$ cat src/rtl/pipe_stage_reg.sv
// rtl/pipe_stage_reg.sv - pipeline stage register with valid/ready handshake, flush and optional skid entry
// SKID=1 gives a registered in_ready via a second entry; SKID=0 is a single entry with combinational in_ready.
module pipe_stage_reg #(
    parameter int unsigned      WIDTH       = 32,
    parameter logic [WIDTH-1:0] RESET_VALUE = '0,
    parameter bit               SKID        = 1'b1
) (
    input  logic             clk,
    input  logic             reset,
    input  logic             flush,
    input  logic             in_valid,
    output logic             in_ready,
    input  logic [WIDTH-1:0] in_data,
    output logic             out_valid,
    input  logic             out_ready,
    output logic [WIDTH-1:0] out_data
);

    // Encoding is {skid_valid, out_valid}
    typedef enum logic [1:0] {
        ST_EMPTY = 2'b00,
        ST_FULL  = 2'b01,
        ST_SKID  = 2'b11
    } state_t;

    generate
        if (SKID) begin : g_skid
            state_t           r_state;
            logic [WIDTH-1:0] r_main;
            logic [WIDTH-1:0] r_skid;
            logic             r_in_ready;
            logic             r_out_valid;
            logic             w_tin;
            logic             w_tout;

            assign w_tin  = in_valid & r_in_ready;
            assign w_tout = r_out_valid & out_ready;

            always_ff @(posedge clk or posedge reset) begin
                if (reset) begin
                    r_state     <= ST_EMPTY;
                    r_main      <= RESET_VALUE;
                    r_skid      <= RESET_VALUE;
                    r_in_ready  <= 1'b1;
                    r_out_valid <= 1'b0;
                end else if (flush) begin
                    r_state     <= ST_EMPTY;
                    r_main      <= RESET_VALUE;
                    r_skid      <= RESET_VALUE;
                    r_in_ready  <= 1'b1;
                    r_out_valid <= 1'b0;
                end else begin
                    case (r_state)
                        ST_EMPTY: begin
                            if (w_tin) begin
                                r_main      <= in_data;
                                r_out_valid <= 1'b1;
                                r_state     <= ST_FULL;
                            end
                        end
                        ST_FULL: begin
                            if (w_tin && w_tout) begin
                                r_main <= in_data;
                            end else if (w_tin) begin
                                r_skid     <= in_data;
                                r_in_ready <= 1'b0;
                                r_state    <= ST_SKID;
                            end else if (w_tout) begin
                                r_out_valid <= 1'b0;
                                r_state     <= ST_EMPTY;
                            end
                        end
                        ST_SKID: begin
                            // in_ready is low here, so only the drain path can fire
                            if (w_tout) begin
                                r_main     <= r_skid;
                                r_in_ready <= 1'b1;
                                r_state    <= ST_FULL;
                            end
                        end
                        default: begin
                            r_state     <= ST_EMPTY;
                            r_in_ready  <= 1'b1;
                            r_out_valid <= 1'b0;
                        end
                    endcase
                end
            end

            assign in_ready  = r_in_ready;
            assign out_valid = r_out_valid;
            assign out_data  = r_main;
        end else begin : g_single
            logic [WIDTH-1:0] r_main;
            logic             r_out_valid;
            logic             w_in_ready;
            logic             w_tin;

            assign w_in_ready = ~r_out_valid | out_ready;
            assign w_tin      = in_valid & w_in_ready;

            always_ff @(posedge clk or posedge reset) begin
                if (reset) begin
                    r_main      <= RESET_VALUE;
                    r_out_valid <= 1'b0;
                end else if (flush) begin
                    r_main      <= RESET_VALUE;
                    r_out_valid <= 1'b0;
                end else if (w_tin) begin
                    r_main      <= in_data;
                    r_out_valid <= 1'b1;
                end else if (out_ready) begin
                    r_out_valid <= 1'b0;
                end
            end

            assign in_ready  = w_in_ready;
            assign out_valid = r_out_valid;
            assign out_data  = r_main;
        end
    endgenerate

endmodule
$ cat config.mk
export PLATFORM = sky130hd
export DESIGN_NAME = pipe_stage_reg
export DESIGN_NICKNAME = d
export VERILOG_FILES = /design/src/rtl/pipe_stage_reg.sv
export SDC_FILE = /design/constraint.sdc
export NUM_CORES = 1
export LEC_CHECK = 0
export CAP_MARGIN = 25
export CORE_ASPECT_RATIO = 0.7
export CORE_MARGIN = 8
export CORE_UTILIZATION = 45
export CTS_BUF_LIST = sky130_fd_sc_hd__clkbuf_8
export CTS_CLUSTER_SIZE = 28
export DETAILED_ROUTE_END_ITERATION = 10
export DONT_BUFFER_PORTS = 1
export HOLD_SLACK_MARGIN = 0.08
export PLACE_DENSITY = 0.6
export SLEW_MARGIN = 20
export SYNTH_ARGS = -nofsm -noshare
export SYNTH_HDL_FRONTEND = slang
export SYNTH_SLANG_ARGS = --single-unit
$ cat constraint.sdc
create_clock -name clk -period 2.5 [get_ports clk]
set_clock_uncertainty 0.15 [all_clocks]
set_input_delay 0.25 -clock clk [delete_from_list [all_inputs] [get_ports clk]]
set_output_delay 0.25 -clock clk [all_outputs]
set_load 0.005 [all_outputs]
== Yosys cells after proc, flatten, opt, wreduce, memory -nomap -nowiden ==
Cells that the tools add are included.
Cells by class
  equal/unequal tests: 13
  multiplexer cells: 26
  bitwise gates (word level): 2
  reduce and logical (&&, ||, !) cells: 10
Operator list (number)
  2-to-1 mux 32 bit: 7
  one-hot mux 32 bit (3 select lines): 1
  inequality test 3 bit (second input constant): 7
  2-to-1 mux 2 bit: 6
  AND reduction 4 bit: 3
  2-to-1 mux 1 bit: 9
  inequality test 2 bit (second input constant): 3
  one-hot mux 1 bit (3 select lines): 2
  one-hot mux 2 bit (3 select lines): 1
  AND reduction 5 bit: 1
  inequality test 4 bit (second input constant): 1
  nonzero test 2 bit: 2
  nonzero test 4 bit: 1
  AND reduction 3 bit: 1
  AND 1 bit: 2
  == test 2 x 1 -> 1 bit (second input constant): 1
  == test 2 bit (second input constant): 1
  zero test 2 bit: 1
  logical AND 1 bit: 1
Storage, ports and cells
  register bits: 68
  input bits: 37
  output and inout port bits: 34

== Logic depth before layout (Yosys ltp) ==
Gate-level depths: netlist of the first run.
  depth after elaboration: 6
  gate-level depth with buffers: 7
  depth with buffers taken out: 6

== Worst setup path after synthesis of the first run ==
Ideal clock, no wire load.
  path type: register to register
  from: register g_skid.r_state[0]
  to: register g_skid.r_main[10] (netlist: out_data[10])
  setup time: 0.150 ns
  arrival time: 1.702 ns
  data required time: 2.200 ns
  slack: 0.498 ns
  cell stages (with the launch flop): 7
  path buffers: 1
  path through: dfrtp_1 inv_1 ha_1 or3b_1 o32ai_4 buf_4 a211oi_2
On the way
  longest elaborated chain between the ends: 3
  elaborated cells between the ends (all ways): 10
RTL lines
  start: declaration: RTL line 28  | state_t r_state;
  start signal: assignment: RTL line 41  | r_state <= ST_EMPTY;
  start signal: assignment: RTL line 47  | r_state <= ST_EMPTY;
  start signal: assignment: RTL line 58  | r_state <= ST_FULL;
  == test 2 x 1 -> 1 bit (tied with other cells): RTL line 53  | case (r_state)
  inequality test 3 bit (no line) (tied with other cells)
  AND reduction 4 bit (no line) or 2-to-1 mux 32 bit (tied branches)
  end signal: assignment: RTL line 56  | r_main <= in_data;
  end signal: assignment: RTL line 63  | r_main <= in_data;
  end signal: assignment: RTL line 76  | r_main <= r_skid;
  end: declaration: RTL line 29  | logic [WIDTH-1:0] r_main;
Several ways; a longest one is shown, not always the timed one.
A chain may end at the register's enable or synchronous reset.

== Final worst setup path of the first run ==
  from: register g_skid.r_state[0]
  to: register g_skid.r_main[30] (netlist: out_data[30])
The elaborated chain is that of the path after synthesis.

==> impl_metrics.json, run 1 <==
{
  "coreArea_um2": 6820,
  "crit_path_max_incr_delay_ns": 0.43,
  "clkLatencyLatePin_ns": 0.33,
  "final.setup.tns_ns": 0,
  "synth_top_area_cell": "dfrtp_1",
  "syn-cell-area_um2": 3190,
  "required_ns": 2.60,
  "cts_buffers": 9,
  "synthArstFlopShare": 1.00,
  "max_slew.worst_pin.slew_ns": 0.903,
  "yosysTopAreaCellShare": 0.526,
  "slew_violations": 0,
  "drive_gt1_frac": 0.199,
  "relSlewSlack": 0.397,
  "ys_top_cells_by_area": "dfrtp_1 (53%), a211oi_2 (11%), mux2i_1 (10%)",
  "rows": 25,
  "utilization": 0.565,
  "wl_per_cell_um": 18.4,
  "cap_viol_max_count": 0,
  "fin_crit_sh": 0.887,
  "grt_pass1_wl_um": 11800,
  "gp_congestion": 0.756,
  "die_w_um": 117,
  "start_kind": "flop",
  "hp-class": "in -> reg",
  "slowest_stage": "or3b_1",
  "seq_area_frac_synth": 0.534,
  "viasPerCell": 5.44,
  "critPathKind": "reg -> reg",
  "htree_levels": 3,
  "fillerInstances": 601,
  "diodes": 0,
  "drtIter0Drc": 87,
  "antenna_found_initial": 0,
  "clkSinkCount": 68,
  "wl_um": 7070,
  "hold_viol": 0,
  "grtUsageTotal": 0.151,
  "root_buffer": "clkbuf_8",
  "syn-num-nets": 294,
  "max_freq_ghz": 0.451,
  "tritoncts": "yes",
  "die_h_um": 86.4,
  "fin_cells": 385,
  "p_leak_nw": 1.61,
  "finalSetupViolCount": 0,
  "finalPower_mw": 3.27,
  "synth_edf_count": 0,
  "area_delta_synth_final_pct": 20.8,
  "drc": 0,
  "ios": 71,
  "post_cts_buffers": 0,
  "ys_types": 33,
  "ys_seq_elements": 68,
  "arrival_ns": 2.32,
  "power_density_nw_per_um2": 850,
  "crit_path_cell_trace": "inv_1, ha_1, or3b_1, o32ai_4, buf_12, nor2_1, a211oi_2",
  "nets": 327,
  "postSynthCellCount": 253,
  "ys_warn_count": 0,
  "initial_core_util": 0.468,
  "design.die.area_um2": 10100,
  "grt_overflow_total": 0,
  "ir_worst_vdd_v": 0.000407,
  "dr.pass1.iters": 4,
  "ys.flop_type": "dfrtp_1",
  "grt_pass1_vias": 2222,
  "ant_nets": 0,
  "port_buffers": 0,
  "period_minus_slack_ns": 2.22,
  "outcome": "finished clean",
  "grt_setup_unrepaired": "no",
  "cts_buffer_depth": 2,
  "vias": 2093,
  "syn_area_per_cell_um2": 12.6,
  "post-place-cells": 334,
  "cp-end-kind": "flop",
  "hpwlAfterDp_um": 4550,
  "clk_pin_slew_ns": 0.07,
  "grt_max_degree": 42,
  "path_max_fanout": 34
}
-- path summary, 6_finish.rpt --
check | slack [ns] | depth (start not counted) | endpoint | start
worst min-delay path | 0.14 | 3 | out_valid | out_ready
worst max register to register | 0.28 | 7 | out_data[30] | g_skid.r_state[0]
max in group asynchronous | 1.28 | 3 | out_data[22] | reset
worst min register to register | 0.36 | 1 | g_skid.r_skid[16] | g_skid.r_skid[16]
worst max-delay path | 0.28 | 7 | out_data[30] | g_skid.r_state[0]
min in group asynchronous | 0.29 | 2 | out_data[0] | reset
-- routing by layer --
layer | GRT usage | up-vias | wire, µm
li1 | - | 1007 | -
met1 | 0.203 | 1030 | 3490
met2 | 0.221 | 51 | 3010
met3 | 0.0632 | 5 | 521
met4 | 0.0313 | 0 | 47
met5 | 0 | - | 0
-- through the flow --
stage | hold WS, ns | area (µm²) | setup slack, ns
floorplan | 0.233 | 3190 | 0.390
global placement | 0.0991 | 3300 | 0.304
detailed placement | 0.0945 | 3300 | 0.262
CTS | 0.123 | 3850 | 0.263
global route | 0.135 | 3850 | 0.0889
finish | 0.136 | 3850 | 0.282
-- cell type report --
class / count / area [µm²] / area share
repair buffers: 42 / 458 / 0.119
clock inverters: 7 / 60.1 / 0.0156
well taps: 94 / 118 / 0.0305
flip-flops and latches: 68 / 1700 / 0.442
inverters: 4 / 15.0 / 0.00390
multi-input cells: 161 / 1380 / 0.357
clock buffers: 9 / 124 / 0.0322
-- where the power goes --
part / leakage (nW) / internal (mW) / switching [mW]
clock network: 0.101 / 0.448 / 0.403
logic: 0.589 / 0.411 / 0.521
registers: 0.916 / 1.32 / 0.175
total: 1.61 / 2.18 / 1.10
-- logic make-up after synthesis --
| kind of cell | share of synthesized area |
|---|---|
| AOI/OAI and AO/OA | 0.246 |
| adders and majority gates | 0.0157 |
| buffers and inverters | 0.0408 |
| DFF | 0.534 |
| and+or+nand+nor | 0.0596 |
| muxes | 0.104 |
-- synth_stat cells (2+ instances only) --
library cell / number
o21ai_0: 2
buf_6: 3
mux2i_1: 33
nand3_1: 2
a211oi_1: 4
a21oi_1: 5
clkbuf_1: 8
buf_2: 5
nor2_1: 33
inv_1: 4
buf_4: 3
dfrtp_1: 67
a22o_1: 32
a21o_1: 2
nand2_1: 2
ha_1: 4
a211oi_2: 28
-- what timing repair did --
item                                   4_1_cts  5_1_grt
hold buffers                                35        0
endpoints found under the hold margin       94        0
gates resized for setup                      0        0
-- state kept, by name, indices dropped and copies added (netlist names) --
signal / count
in_ready: 1
g_skid.r_skid: 32
g_skid.r_state: 2
out_valid: 1
out_data: 32
-- cells in the final DEF (no fill, tap or decap), drive strengths merged --
cell | synthesis | routed
or2 | 1 | 1
nand2 | 2 | 2
or3b | 1 | 1
a31oi | 1 | 1
inv | 4 | 6
nand3 | 2 | 2
bufinv | 0 | 1
clkinvlp | 0 | 1
ha | 4 | 4
a2bb2oi | 1 | 1
nor3 | 1 | 1
a21boi | 1 | 1
o32ai | 1 | 1
a211oi | 32 | 32
o21ba | 1 | 1
nor2b | 1 | 1
clkbuf | 8 | 9
a21oi | 5 | 5
a21o | 2 | 2
o31ai | 1 | 1
nor3b | 1 | 1
nor4b | 1 | 1
o21bai | 1 | 1
nor2 | 33 | 33
a22o | 32 | 32
and3 | 1 | 1
dfstp | 1 | 1
dfrtp | 67 | 67
o21ai | 2 | 2
clkinv | 0 | 3
mux2i | 33 | 33
dlygate4sd3 | 0 | 34
buf | 12 | 8
-- critical path: cells and delay by family, from the launching register on --
family                     cells  cell delay, ns
buffers and inverters          2            0.37
adders and majority gates      1            0.27
DFF                            1            0.41
and+or+nand+nor                2            0.50
AOI/OAI and AO/OA              2            0.41
Note: power is estimated with default switching activity, not from simulation.
==> run 2: changes to the inputs <==
ABC_AREA = 1   (was default)
==> impl_metrics.json, run 2 <==
{
  "port_buffers": 0,
  "ys_top_cells_by_area": "dfrtp_1 (52%), nand2_1 (17%), o21ai_0 (9.7%)",
  "utilization": 0.542,
  "grtUsageTotal": 0.167,
  "fin_cells": 547,
  "place_ws_ns": 0.413,
  "slew_violations": 0,
  "clkLatencyLatePin_ns": 0.34,
  "ant_nets": 0,
  "grt_pass1_wl_um": 13700,
  "r2r-start": "g_skid.r_state[1]",
  "antenna_found_initial": 0,
  "finalPower_mw": 3.54,
  "multi_input_area_um2": 1230,
  "whs_ns": 0.128,
  "post_cts_buffers": 0,
  "diodes": 0,
  "dr.pass1.iters": 4,
  "die_h_um": 87.1,
  "clkSinkCount": 68,
  "clk_pin_slew_ns": 0.07,
  "synth_edf_count": 0,
  "rr_worst_depth": 8,
  "tritoncts": "yes",
  "grt_max_degree": 69,
  "clkPwrFrac": 0.254,
  "r2r_setup_slack_ns": 0.42,
  "fin_area_um2": 3880,
  "placed_area_um2": 3350,
  "worstReg2RegEnd": "out_data[21]",
  "grt_pass1_vias": 2696,
  "postSynthCellCount": 411,
  "syn-cell-area_um2": 3250,
  "holdPathStages": 4,
  "rows": 26,
  "htree_levels": 3,
  "swShare": 0.372,
  "grt_overflow_total": 0,
  "final_common_cell": "nand2_1",
  "synth_top_area_cell": "dfrtp_1",
  "ys.flop_type": "dfrtp_1",
  "root_buffer": "clkbuf_8",
  "p_comb_frac": 0.281,
  "final_cell_mix": "nand2_1 (148), dfrtp_1 (67), o21ai_0 (63)",
  "cap_viol_max_count": 0,
  "coreArea_um2": 7160,
  "yosysMostFrequentCell": "nand2_1",
  "p_seq_frac": 0.465,
  "path_max_fanout": 32,
  "fillerInstances": 691,
  "hp-start": "flush",
  "final.setup.tns_ns": 0,
  "finalSetupViolCount": 0,
  "finalWorstSetupSlack_ns": 0.421,
  "ys_types": 21,
  "wl_per_cell_um": 14.8,
  "start_kind": "flop",
  "yosysTopAreaCellShare": 0.516,
  "regArea_um2": 1700,
  "max_slew.worst_pin.slew_ns": 0.645,
  "period_minus_slack_ns": 2.08,
  "gp_congestion": 0.837,
  "wl_um": 8070,
  "synthArstFlopShare": 1.00,
  "ir_worst_vdd_v": 0.000585,
  "outcome": "finished clean",
  "cp-end-kind": "flop",
  "relSlewSlack": 0.569,
  "design.die.area_um2": 10200,
  "hp-class": "in -> reg",
  "drive_gt1_frac": 0.0891,
  "syn_area_per_cell_um2": 7.91,
  "syn-num-nets": 452,
  "cts_buffers": 9,
  "ys_warn_count": 0,
  "cts_buffer_depth": 2,
  "seq_area_frac_synth": 0.524,
  "viasPerCell": 4.99,
  "drtIter0Drc": 198,
  "ys_seq_elements": 68,
  "drc": 0,
  "p_leak_nw": 1.89,
  "p_int_mw": 2.22,
  "p_switching_mw": 1.31,
  "hpwlAfterDp_um": 5170,
  "area_delta_synth_final_pct": 19.4,
  "critPathKind": "reg -> reg",
  "nets": 485,
  "max_freq_ghz": 0.481,
  "fin_crit_sh": 0.832,
  "hold_viol": 0,
  "power_density_nw_per_um2": 911,
  "die_w_um": 118,
  "synth_commonest_cells": "nand2_1 (148), dfrtp_1 (67), o21ai_0 (63)",
  "ios": 71,
  "post-place-cells": 497,
  "vias": 2732,
  "arrival_ns": 2.21,
  "initial_core_util": 0.454,
  "min_to": "in_ready",
  "required_ns": 2.63,
  "grt_setup_unrepaired": "no"
}
==> run 2: repair_timing <==
item	4_1_cts	5_1_grt
resized for setup	0	0
hold buffers	34	0
hold endpoints to repair	135	0
==> run 2: kinds of logic (layout without fill, tap and decap cells) <==
kind of cell,after synthesis,count (layout),synth area share
buffers and inverters,69,107,0.0970
and+or+nand+nor,199,199,0.254
adders and majority gates,4,4,0.0154
DFF,68,68,0.524
AOI/OAI and AO/OA,71,71,0.109
==> run 2: power by group through the flow <==
| stage | sequential (mW) | combinational (mW) | clock [mW] |
|---|---|---|---|
| after floorplan | 1.60 | 0.793 | 0 |
| after CTS | 1.66 | 1.01 | 0.921 |
| after global placement | 1.67 | 0.928 | 0 |
| after global routing | 1.70 | 1.15 | 0.959 |
| final | 1.64 | 0.993 | 0.898 |
| after detailed placement | 1.68 | 0.945 | 0 |
==> run 2: how the worst max path moves through the flow <==
stage                            from               end  slack [ns]
detailed placement  g_skid.r_state[1]       out_data[2]        0.41
finish              g_skid.r_state[1]      out_data[21]        0.42
CTS                 g_skid.r_state[1]       out_data[2]        0.39
global route        g_skid.r_state[1]      out_data[12]        0.23
floorplan                       reset  g_skid.r_skid[0]        0.39
global placement    g_skid.r_state[1]      out_data[30]        0.52
==> run 2: metal layers <==
| layer | share of wire | global-route usage | vias up |
|---|---|---|---|
| li1 | - | - | 1352 |
| met1 | 0.46 | 0.208 | 1288 |
| met2 | 0.45 | 0.261 | 86 |
| met3 | 0.089 | 0.0732 | 6 |
| met4 | 0.0068 | 0.0382 | 0 |
| met5 | 0 | 0 | - |
==> run 2: layout make-up <==
| class | count | share of cell area |
|---|---|---|
| Tap cell | 98 | 0.0316 |
| Sequential cell | 68 | 0.439 |
| Timing Repair Buffer | 43 | 0.115 |
| Clock inverter | 6 | 0.0145 |
| Clock buffer | 10 | 0.0355 |
| Multi-Input combinational cell | 274 | 0.318 |
| Inverter | 48 | 0.0464 |
==> run 2: worst max-delay path, stage by stage (launching register included) <==
cell and delay, ns:
dfrtp_1 0.41, inv_1 0.09, ha_1 0.23, nand2_1 0.17
nor2_2 0.22, nor2_2 0.05, nand2_2 0.48, nand2_1 0.12
nand2_1 0.09
==> run 3: changes to the inputs <==
clock period = 2.05 ns   (was 2.5 ns; I/O delays follow)
==> impl_metrics.json, run 3 (synthesized netlist as in run 2, its figures left out) <==
{
  "outcome": "finished clean",
  "finalPower_mw": 4.43,
  "drc": 0,
  "clkSinkCount": 68,
  "die_h_um": 87.1,
  "fin_area_um2": 3950,
  "drtIter0Drc": 188,
  "htree_levels": 3,
  "p_leak_nw": 1.91,
  "gp_congestion": 0.852,
  "max_freq_ghz": 0.543,
  "rows": 26,
  "port_buffers": 0,
  "period_minus_slack_ns": 1.84,
  "area_delta_synth_final_pct": 21.5,
  "cts_buffers": 9,
  "grt_overflow_total": 0,
  "r2r_setup_slack_ns": 0.21,
  "required_ns": 2.18,
  "ios": 71,
  "final_cell_mix": "nand2_1 (147), dfrtp_1 (67), o21ai_0 (63)",
  "final_common_cell": "nand2_1",
  "arrival_ns": 1.97,
  "cts_buffer_depth": 2,
  "finalWorstSetupSlack_ns": 0.207,
  "hold_viol": 0,
  "worstReg2RegEnd": "out_data[21]",
  "viasPerCell": 5.04,
  "fin_crit_sh": 0.899,
  "wl_per_cell_um": 15.3,
  "coreArea_um2": 7160,
  "start_kind": "flop",
  "nets": 494,
  "drive_gt1_frac": 0.105,
  "place_ws_ns": -0.0188,
  "grt_setup_unrepaired": "no",
  "min_to": "in_ready",
  "r2r-start": "g_skid.r_state[1]",
  "power_density_nw_per_um2": 1120,
  "critPathKind": "reg -> reg",
  "placed_area_um2": 3350,
  "slew_violations": 0,
  "finalSetupViolCount": 0,
  "hp-class": "in -> reg",
  "initial_core_util": 0.454,
  "hp-start": "out_ready",
  "ir_worst_vdd_v": 0.000615,
  "diodes": 0,
  "grt_max_degree": 34,
  "post-place-cells": 500,
  "clk_pin_slew_ns": 0.07,
  "hpwlAfterDp_um": 5460,
  "root_buffer": "clkbuf_8",
  "die_w_um": 118,
  "grtUsageTotal": 0.174,
  "utilization": 0.552,
  "design.die.area_um2": 10200,
  "holdPathStages": 4,
  "dr.pass1.iters": 5,
  "rr_worst_depth": 9,
  "max_slew.worst_pin.slew_ns": 0.578,
  "grt_pass1_vias": 2797,
  "wl_um": 8490,
  "path_max_fanout": 17,
  "fin_cells": 554,
  "cap_viol_max_count": 0,
  "relSlewSlack": 0.614,
  "ant_nets": 0,
  "tritoncts": "yes",
  "grt_pass1_wl_um": 14400,
  "clkLatencyLatePin_ns": 0.34,
  "cp-end-kind": "flop",
  "antenna_found_initial": 0,
  "vias": 2791,
  "whs_ns": 0.167,
  "fillerInstances": 696,
  "final.setup.tns_ns": 0
}
run 3: cell count changes in the layout (fill, tap and decap cells not counted), sizes merged:
cell / before / now
buf: 9 / 16
clkinv: 3 / 0
clkbuf: 10 / 12
clkinvlp: 0 / 2
inv: 50 / 48
bufinv: 1 / 0
dlygate4sd3: 34 / 35
nor2: 11 / 12
run 3: area by class of cell:
cell class,count,area (µm²),share of cell area
Sequential cell,68,1700,0.431
Clock inverter,2,11.3,0.00285
Inverter,48,184,0.0466
Multi-Input combinational cell,275,1250,0.318
Tap cell,98,123,0.0311
Timing Repair Buffer,51,508,0.129
Clock buffer,12,165,0.0418
run 3: layer usage:
layer,up-vias,share of wire,global-route usage
li1,1371,-,-
met4,0,0.0067,0.0359
met2,115,0.41,0.267
met5,-,0,0
met3,8,0.10,0.0835
met1,1297,0.48,0.219
run 3: power breakdown:
part	total, mW	internal, mW	switching (mW)	leakage, nW
Sequential	2.01	1.73	0.288	0.908
Clock	1.01	0.521	0.493	0.0918
Combinational	1.40	0.519	0.883	0.914
Total	4.43	2.77	1.66	1.91
run 3: worst max-delay path by stage:
| stage | cells after the start | to | slack, ns | startpoint |
|---|---|---|---|---|
| floorplan | 9 | out_data[0] | 0.48 | g_skid.r_state[1] |
| global placement | 8 | out_data[9] | 0.03 | g_skid.r_state[1] |
| detailed placement | 8 | out_data[9] | -0.02 | g_skid.r_state[1] |
| CTS | 9 | out_data[31] | 0.08 | g_skid.r_state[1] |
| global route | 9 | out_data[21] | 0.06 | g_skid.r_state[1] |
| finish | 9 | out_data[21] | 0.21 | g_skid.r_state[1] |
run 3: timing repair:
| item | in CTS | in global routing |
|---|---|---|
| pin swaps | 0 | 2 |
| buffers inserted | 0 | 4 |
| resized for setup | 1 | 2 |
| hold buffers | 34 | 1 |
| endpoints found under the setup margin | 26 | 32 |
| hold endpoints to repair | 131 | 1 |
| gates cloned | 1 | 0 |
run 3: critical path, cell delays in order, from the launching register on:
cell	delay (ns)
dfrtp_1	0.42
inv_1	0.10
ha_1	0.25
nand2_2	0.14
nor2_4	0.22
nor2_2	0.05
nand2_2	0.06
buf_4	0.23
nand2_1	0.09
nand2_1	0.07
